==> src/rtl/sc_countdown_pkg.sv <==
// Shared definitions for the prescaled countdown timer.
// State encodings are fixed so they stay aligned with the rest of the counter codebase.
package sc_countdown_pkg;

    typedef enum logic [1:0] {
        StIdle  = 2'd0,
        StRun   = 2'd1,
        StPause = 2'd2,
        StDone  = 2'd3
    } sc_countdown_state_e;

endpackage

==> src/rtl/sc_prescaler.sv <==
// Clock-cycle prescaler: counts enabled cycles and emits a tick on the last cycle of each interval.
module sc_prescaler #(
    parameter int unsigned PRESCALE_DIV   = 4,
    parameter int unsigned PRESCALE_WIDTH = 20
) (
    input  logic clk_i,
    input  logic rst_i,
    input  logic clr_i,
    input  logic en_i,
    output logic tick_o
);

    localparam logic [PRESCALE_WIDTH-1:0] Last = PRESCALE_WIDTH'(PRESCALE_DIV - 1);
    localparam logic [PRESCALE_WIDTH-1:0] One  = PRESCALE_WIDTH'(1);

    logic [PRESCALE_WIDTH-1:0] cnt_d, cnt_q;

    // Tick is combinational so the owner acts on it in the same cycle the count wraps.
    always_comb begin
        cnt_d  = cnt_q;
        tick_o = en_i && !clr_i && (cnt_q == Last);
        if (clr_i) begin
            cnt_d = '0;
        end else if (en_i) begin
            cnt_d = tick_o ? '0 : cnt_q + One;
        end
    end

    always_ff @(posedge clk_i or posedge rst_i) begin
        if (rst_i) begin
            cnt_q <= '0;
        end else begin
            cnt_q <= cnt_d;
        end
    end

endmodule

==> src/rtl/sc_countdown_timer.sv <==
// Loadable prescaled down-counter with expiry pulse and zero flag.
// Define SC_COUNTDOWN_AUTORELOAD_EN to reload from the last loaded value instead of stopping.
module sc_countdown_timer
    import sc_countdown_pkg::*;
#(
    parameter int unsigned COUNTER_DATAWIDTH = 8,
    parameter int unsigned PRESCALE_DIV      = 4,
    parameter int unsigned PRESCALE_WIDTH    = 20
) (
    input  logic                         SC_COUNTER_CLOCK_50,
    input  logic                         SC_COUNTER_RESET_InHigh,
    input  logic                         SC_COUNTDOWN_load_InLow,
    input  logic [COUNTER_DATAWIDTH-1:0] SC_COUNTDOWN_data_InBUS,
    input  logic                         SC_COUNTDOWN_start_InLow,
    input  logic                         SC_COUNTDOWN_pause_InLow,
    output logic [COUNTER_DATAWIDTH-1:0] SC_COUNTDOWN_data_OutBUS,
    output logic                         SC_COUNTDOWN_running_Out,
    output logic                         SC_COUNTDOWN_zero_Out,
    output logic                         SC_COUNTDOWN_expired_OutPulse
);

    localparam logic [COUNTER_DATAWIDTH-1:0] One = COUNTER_DATAWIDTH'(1);

    sc_countdown_state_e            state_d, state_q;
    logic [COUNTER_DATAWIDTH-1:0]   count_d, count_q;
    logic                           expired_d, expired_q;
    logic                           running_q;
    logic                           presc_clr, presc_en, presc_tick;
`ifdef SC_COUNTDOWN_AUTORELOAD_EN
    logic [COUNTER_DATAWIDTH-1:0]   reload_d, reload_q;
`endif

    sc_prescaler #(
        .PRESCALE_DIV   (PRESCALE_DIV),
        .PRESCALE_WIDTH (PRESCALE_WIDTH)
    ) u_prescaler (
        .clk_i  (SC_COUNTER_CLOCK_50),
        .rst_i  (SC_COUNTER_RESET_InHigh),
        .clr_i  (presc_clr),
        .en_i   (presc_en),
        .tick_o (presc_tick)
    );

    always_comb begin
        state_d   = state_q;
        count_d   = count_q;
        expired_d = 1'b0;
        presc_clr = 1'b0;
        presc_en  = 1'b0;
`ifdef SC_COUNTDOWN_AUTORELOAD_EN
        reload_d  = reload_q;
`endif
        if (!SC_COUNTDOWN_load_InLow) begin
            count_d   = SC_COUNTDOWN_data_InBUS;
            presc_clr = 1'b1;
            state_d   = StIdle;
`ifdef SC_COUNTDOWN_AUTORELOAD_EN
            reload_d  = SC_COUNTDOWN_data_InBUS;
`endif
        end else begin
            unique case (state_q)
                StIdle: begin
                    if (!SC_COUNTDOWN_start_InLow) begin
                        if (count_q != '0) begin
                            state_d   = StRun;
                            presc_clr = 1'b1;
                        end else begin
                            state_d   = StDone;
                            expired_d = 1'b1;
                        end
                    end
                end
                StRun: begin
                    if (!SC_COUNTDOWN_pause_InLow) begin
                        state_d = StPause;
                    end else begin
                        presc_en = 1'b1;
                        if (presc_tick) begin
                            if (count_q > One) begin
                                count_d = count_q - One;
                            end else begin
                                expired_d = 1'b1;
`ifdef SC_COUNTDOWN_AUTORELOAD_EN
                                count_d = reload_q;
                                if (reload_q == '0) begin
                                    state_d = StDone;
                                end
`else
                                count_d = '0;
                                state_d = StDone;
`endif
                            end
                        end
                    end
                end
                StPause: begin
                    if (SC_COUNTDOWN_pause_InLow) begin
                        state_d = StRun;
                    end
                end
                StDone: begin
                    count_d = '0;
                end
                default: state_d = StIdle;
            endcase
        end
    end

    always_ff @(posedge SC_COUNTER_CLOCK_50 or posedge SC_COUNTER_RESET_InHigh) begin
        if (SC_COUNTER_RESET_InHigh) begin
            state_q   <= StIdle;
            count_q   <= '0;
            expired_q <= 1'b0;
            running_q <= 1'b0;
`ifdef SC_COUNTDOWN_AUTORELOAD_EN
            reload_q  <= '0;
`endif
        end else begin
            state_q   <= state_d;
            count_q   <= count_d;
            expired_q <= expired_d;
            running_q <= (state_d == StRun);
`ifdef SC_COUNTDOWN_AUTORELOAD_EN
            reload_q  <= reload_d;
`endif
        end
    end

    assign SC_COUNTDOWN_data_OutBUS      = count_q;
    assign SC_COUNTDOWN_running_Out      = running_q;
    assign SC_COUNTDOWN_zero_Out         = (count_q == '0);
    assign SC_COUNTDOWN_expired_OutPulse = expired_q;

endmodule

==> config.mk <==
export PLATFORM = sky130hd
export DESIGN_NAME = sc_countdown_timer
export DESIGN_NICKNAME = d
export VERILOG_FILES = /design/src/rtl/sc_countdown_pkg.sv /design/src/rtl/sc_prescaler.sv /design/src/rtl/sc_countdown_timer.sv
export SDC_FILE = /design/constraint.sdc
export NUM_CORES = 1
export LEC_CHECK = 0
export BUFFER_PORTS_ARGS = -buffer_cell sky130_fd_sc_hd__buf_2
export CAP_MARGIN = 5
export CORE_MARGIN = 1.5
export CORE_UTILIZATION = 50
export CTS_CLUSTER_DIAMETER = 120
export DETAILED_ROUTE_END_ITERATION = 8
export PLACE_DENSITY = 0.74
export REMOVE_ABC_BUFFERS = 1
export SKIP_LAST_GASP = 1
export SYNTH_ARGS = -nofsm -noshare
export SYNTH_HDL_FRONTEND = slang
export SYNTH_SLANG_ARGS = --single-unit
export TNS_END_PERCENT = 20
==> constraint.sdc <==
create_clock -name SC_COUNTER_CLOCK_50 -period 1.87 [get_ports SC_COUNTER_CLOCK_50]
set_input_delay 0.4675 -clock SC_COUNTER_CLOCK_50 [delete_from_list [all_inputs] [get_ports SC_COUNTER_CLOCK_50]]
set_output_delay 0.4675 -clock SC_COUNTER_CLOCK_50 [all_outputs]
set_load 0.02 [all_outputs]
# Yosys cells after proc, flatten, opt, wreduce, memory -nomap -nowiden
# Cells that the tools add are included.
# totals
reg_bits,32
latchBits,0
ramBits,0
romBits,0
in_bits,13
memories,0
# classes
add_sub_neg,2
mul,0
div,0
magnitude_cmp,1
eq_ne,8
shift,0
n_mux,30
bitwise_logic,0
n_reduce_logical,8
# ops
operator,count
20-bit two-way mux,3
8-bit two-way mux,4
"20-bit by 1-bit adder with 20-bit output, second input constant",1
"20-bit by 2-bit == test with 1-bit output, second input constant",1
8-bit one-hot mux with 2 select lines,1
2-bit two-way mux,7
1-bit two-way mux,13
"8-bit by 1-bit greater-than comparator with 1-bit output, second input constant",1
8-bit logical NOT,1
8-bit nonzero test,1
"8-bit by 1-bit subtractor with 8-bit output, second input constant",1
"3-bit != test, second input constant",2
2-bit one-hot mux with 3 select lines,1
"2-bit by 1-bit == test with 1-bit output, second input constant",2
"2-bit == test, second input constant",2
"3-bit by 1-bit != test with 1-bit output, second input constant",1
3-bit AND reduction,1
1-bit logical AND,2
2-bit logical NOT,1
1-bit one-hot mux with 2 select lines,1
2-bit nonzero test,1
1-bit logical NOT,1

# Longest topological paths before layout
# depth
word_depth,13
mapped_depth,9
mapped_depth_nobuf,7

# By module
# A second synthesis with hierarchy kept.
# unflattened
hier_cells,228
area_unflattened_um2,1983.2
# by_module_without_submodules
module,instances,cells_per_inst,area_each_um2,seq_area_each_um2
sc_prescaler,1,140,1172.4,500.5
sc_countdown_timer,1,88,810.8,300.3

# Worst setup path before layout
# No wires, ideal clock.
# synth_timing
path_kind,flip-flop to flip-flop
from,"reg count_q[0], in the netlist SC_COUNTDOWN_data_OutBUS[0]"
to,reg u_prescaler.cnt_q[17]
setup_time_ps,82
arrival_time_ps,1993
required_time_ps,1788
slack_ps,-206
stages_incl_launch_ff,10
n_path_buf,2
period_less_slack_ps,2076
path_cell_list,dfrtp_1 > inv_1 > ha_1 > or3b_1 > buf_2 > nor2_4 > o221a_2 > buf_4 > a21oi_1 > o22ai_1
# synth_via
elab_chain_len,11
# synth_rtl
item,line_no,rtl
"start, declared",sc_countdown_timer.sv:25,"logic [COUNTER_DATAWIDTH-1:0] count_d, count_q;"
"start signal, assigned",sc_countdown_timer.sv:120,count_q <= count_d;
8-bit nonzero test *,sc_countdown_timer.sv:64,if (count_q != '0) begin
1-bit two-way mux *,sc_countdown_timer.sv:64,
1-bit two-way mux *,sc_countdown_timer.sv:63,if (!SC_COUNTDOWN_start_InLow) begin
1-bit two-way mux *,sc_countdown_timer.sv:61,unique case (state_q)
1-bit two-way mux *,sc_countdown_timer.sv:53,if (!SC_COUNTDOWN_load_InLow) begin
1-bit logical NOT,sc_prescaler.sv:21,tick_o = en_i && !clr_i && (cnt_q == Last);
1-bit logical AND (2 in a row),sc_prescaler.sv:21,
20-bit two-way mux,sc_prescaler.sv:25,cnt_d = tick_o ? '0 : cnt_q + One;
20-bit two-way mux,sc_prescaler.sv:24,end else if (en_i) begin
20-bit two-way mux,sc_prescaler.sv:22,if (clr_i) begin
"end signal, assigned",sc_prescaler.sv:33,cnt_q <= cnt_d;
"end, declared",sc_prescaler.sv:16,"logic [PRESCALE_WIDTH-1:0] cnt_d, cnt_q;"
# Mark *: on every way between the ends. The rest lies on a longest branch, timed or not. The select of a mux whose other input is x is not followed.
# A chain may end at the register's enable or synchronous reset.

# Worst setup path after layout
# layout_timing
from,"reg count_q[4], in the netlist SC_COUNTDOWN_data_OutBUS[4]"
to,out SC_COUNTDOWN_zero_Out
# layout_via
elab_chain_len,1
# layout_rtl
item,line_no,rtl
8-bit logical NOT,sc_countdown_timer.sv:131,assign SC_COUNTDOWN_zero_Out = (count_q == '0);
"end, declared",sc_countdown_timer.sv:18,"output logic SC_COUNTDOWN_zero_Out,"
# No other way between the ends.

==> results.yml <==
outcome:
  status: "complete, but fails checks"
  violations: "setup timing"
floorplanning:
  start_util: 0.524
  ios: 24
  die_h_microns: 65.2
  rows: 22
  die_w_microns: 65.2
  die_area_sq_mm: 0.00425
  design.core.area_sq_mm: 0.00369
finish:
  final_area_sq_mm: 0.00269
  fin_nets: 320
  drive_above_1_share: 0.354
  n_antenna_cell: 0
  area.growth.synth_to_final_pct: 39.3
  stdcell_count: 353
sta:
  slew_violations: 0
  clock.fmax_mhz: 494
  rsz0062_at_grt: "true"
  tns_ns: -0.690
  worst_pin_slew_ns: 0.412
  fin_skew_ns: 0.0112
  setup_ws_ns: -0.156
  fin_crit_sh: 1.08
  maxSlewHeadroom: 0.725
  setup_viol: 16
  finalCriticalPeriod_ns: 2.03
  hold_viol_final: 0
pwr:
  power_mw: 2.05
  peakVddDrop_uv: 563
  powerDensity_mw_per_mm2: 761
  p_leak_nw: 1.24
route:
  routed_wl_mm: 5.52
  drt_iter0_drc: 211
  avgRoutedWirePerCell_microns: 15.6
  viasPerCell: 5.94
  firstDrtPassIters: 4
  detail-route-antenna-nets: 0
  vias: 2098
  drc_errors: 0
synth:
  synth_seq_cells: 32
  syn_inst: 229
  synthArstFlopShare: 1.00
  yosys_warnings: 0
  ys_seq_area_frac: 0.414
  synth.area.top_cells: "dfrtp_1 (41%), o21ai_0 (4.4%), nand2_1 (4.3%), a21oi_1 (4.1%), nor2_1 (3.9%)"
  synth_edf_count: 0
  syn_area_per_cell_sq_um: 8.45
  synth_top_area_cell: "dfrtp_1"
  synth.cell_area_sq_mm: 0.00193
  synthTopCellsByCount: "dfrtp_1 (32), nand2_1 (22), nor2_1 (20)"
  yosysMostFrequentCell: "dfrtp_1"
  netlist.area_leader.share: 0.414
  synth_flop_cell: "dfrtp_1"
  synth_cell_types: 48
placement:
  hpwl_mm: 3.87
  portBuffers: 23
  place_congestion: 0.896
  placed_area_sq_mm: 0.00244
  place_inst: 339
  post-place-ws_ns: -0.108
worst_setup_path:
  worst_setup_path_end_kind: "output pin"
  path_class: "reg -> out"
  arrival_ns: 1.56
  critPathMaxFanout: 3
  cp_slowest_cell: "or4_4"
  crit_chain: "or4_4 > nor2_4 > buf_6"
  max_stage_delay_ns: 0.59
  required_ns: 1.40
  worstSetupStartpointType: "flop"
cts:
  clk_pin_slew_ns: 0.07
  cts_hold_buf: 0
  clockBufferDepth: 2
  clk_latency_ns: 0.30
  numCtsBuffers: 5
  cts_sinks: 32
  cts_root_buffer: "clkbuf_8"
  htree_levels: 2
  cts_tree: "done"
global_route:
  grt_max_degree: 33
  grt_pass1_wl_mm: 8.78
  grt_use_total: 0.275
  overflow: 0
  grt_pass1_vias: 1925
  antenna_found_initial: 0
worst_hold_path:
  worstHoldPathType: "in -> async"
job:
  cap_violations: 0
## critical path: cells and delay by family (launching register included)
kind                   cells  cell delay (ns)
AND/OR/NAND/NOR            2             0.75
buffers and inverters      1             0.13
flip-flops                 1             0.38
## path summary, 6_finish.rpt
path / start / to / slack (ns) / cells after the start
max: SC_COUNTDOWN_data_OutBUS[4] / SC_COUNTDOWN_zero_Out / -0.16 / 3
min: SC_COUNTER_RESET_InHigh / u_prescaler.cnt_q[7] / 0.25 / 3
max reg2reg: SC_COUNTDOWN_data_OutBUS[4] / SC_COUNTDOWN_data_OutBUS[0] / -0.10 / 5
min reg2reg: u_prescaler.cnt_q[0] / u_prescaler.cnt_q[0] / 0.54 / 1
max in group asynchronous: SC_COUNTER_RESET_InHigh / u_prescaler.cnt_q[0] / 1.31 / 3
min in group SC_COUNTER_CLOCK_50: SC_COUNTDOWN_data_InBUS[0] / SC_COUNTDOWN_data_OutBUS[0] / 0.45 / 2
## sequential cells by signal, summed over array words and instances, names as in the netlist
signal	count
SC_COUNTDOWN_data_OutBUS	8
u_prescaler.cnt_q	20
SC_COUNTDOWN_running_Out	1
SC_COUNTDOWN_expired_OutPulse	1
state_q	2
## metrics by stage
| step | util | hold WS, ns |
|---|---|---|
| detailed placement | 0.662 | 0.519 |
| floorplan | - | 0.494 |
| finish | 0.730 | 0.248 |
| CTS | 0.701 | 0.264 |
| global placement | 0.662 | 0.511 |
| global route | 0.730 | 0.294 |
## routing by layer
metal / vias to the layer above / GRT usage / routed length [microns]
met5: - / 0 / 0
li1: 992 / - / -
met2: 87 / 0.448 / 2660
met1: 1008 / 0.341 / 2350
met3: 11 / 0.0788 / 387
met4: 0 / 0.117 / 119
## final cells by class
type,count,area (sq um)
Multi-Input combinational cell,176,1140
Fill cell,279,995
Sequential cell,32,801
Timing Repair Buffer,77,543
Clock buffer,6,72.6
Tap cell,48,60.1
Inverter,12,45.0
Clock inverter,2,35.0
## cell families (layout without fill, tap and decap cells)
group,after synthesis,after routing,share of synthesized area
mux,1,1,0.00517
fa+ha+maj,3,3,0.0194
xor+xnor,3,3,0.0136
simple gates,103,103,0.273
flops,32,32,0.414
compound gates,66,66,0.230
buf+inv,21,97,0.0446
## timing repair
item	4_1_cts	5_1_grt
gates resized for setup	7	13
setup endpoints to repair	8	31
pin swaps	2	6
buffers inserted	2	4
## layout by cell type, fill, tap and decap left out, types with 4 or more instances in the layout
| cell | synthesis | routed |
|---|---|---|
| o22ai_1 | 4 | 4 |
| clkbuf_8 | 0 | 5 |
| dfrtp_1 | 32 | 32 |
| nor3_1 | 12 | 12 |
| nor4_1 | 12 | 7 |
| nor2_1 | 20 | 19 |
| inv_1 | 11 | 9 |
| o21ai_0 | 17 | 17 |
| nor4_2 | 0 | 4 |
| buf_2 | 2 | 22 |
| nand3_1 | 13 | 11 |
| nand2_1 | 22 | 22 |
| a21oi_1 | 16 | 16 |
| buf_4 | 1 | 52 |
| or3_1 | 9 | 8 |
| a21o_1 | 6 | 6 |
| o211ai_1 | 4 | 4 |
## power by group
group	internal (mW)	leakage (nW)	switching [mW]	total, mW
registers	0.733	0.434	0.0304	0.764
clock network	0.395	0.0552	0.266	0.661
logic	0.276	0.754	0.349	0.624
total	1.40	1.24	0.645	2.05
(Power assumes the default switching activity.)
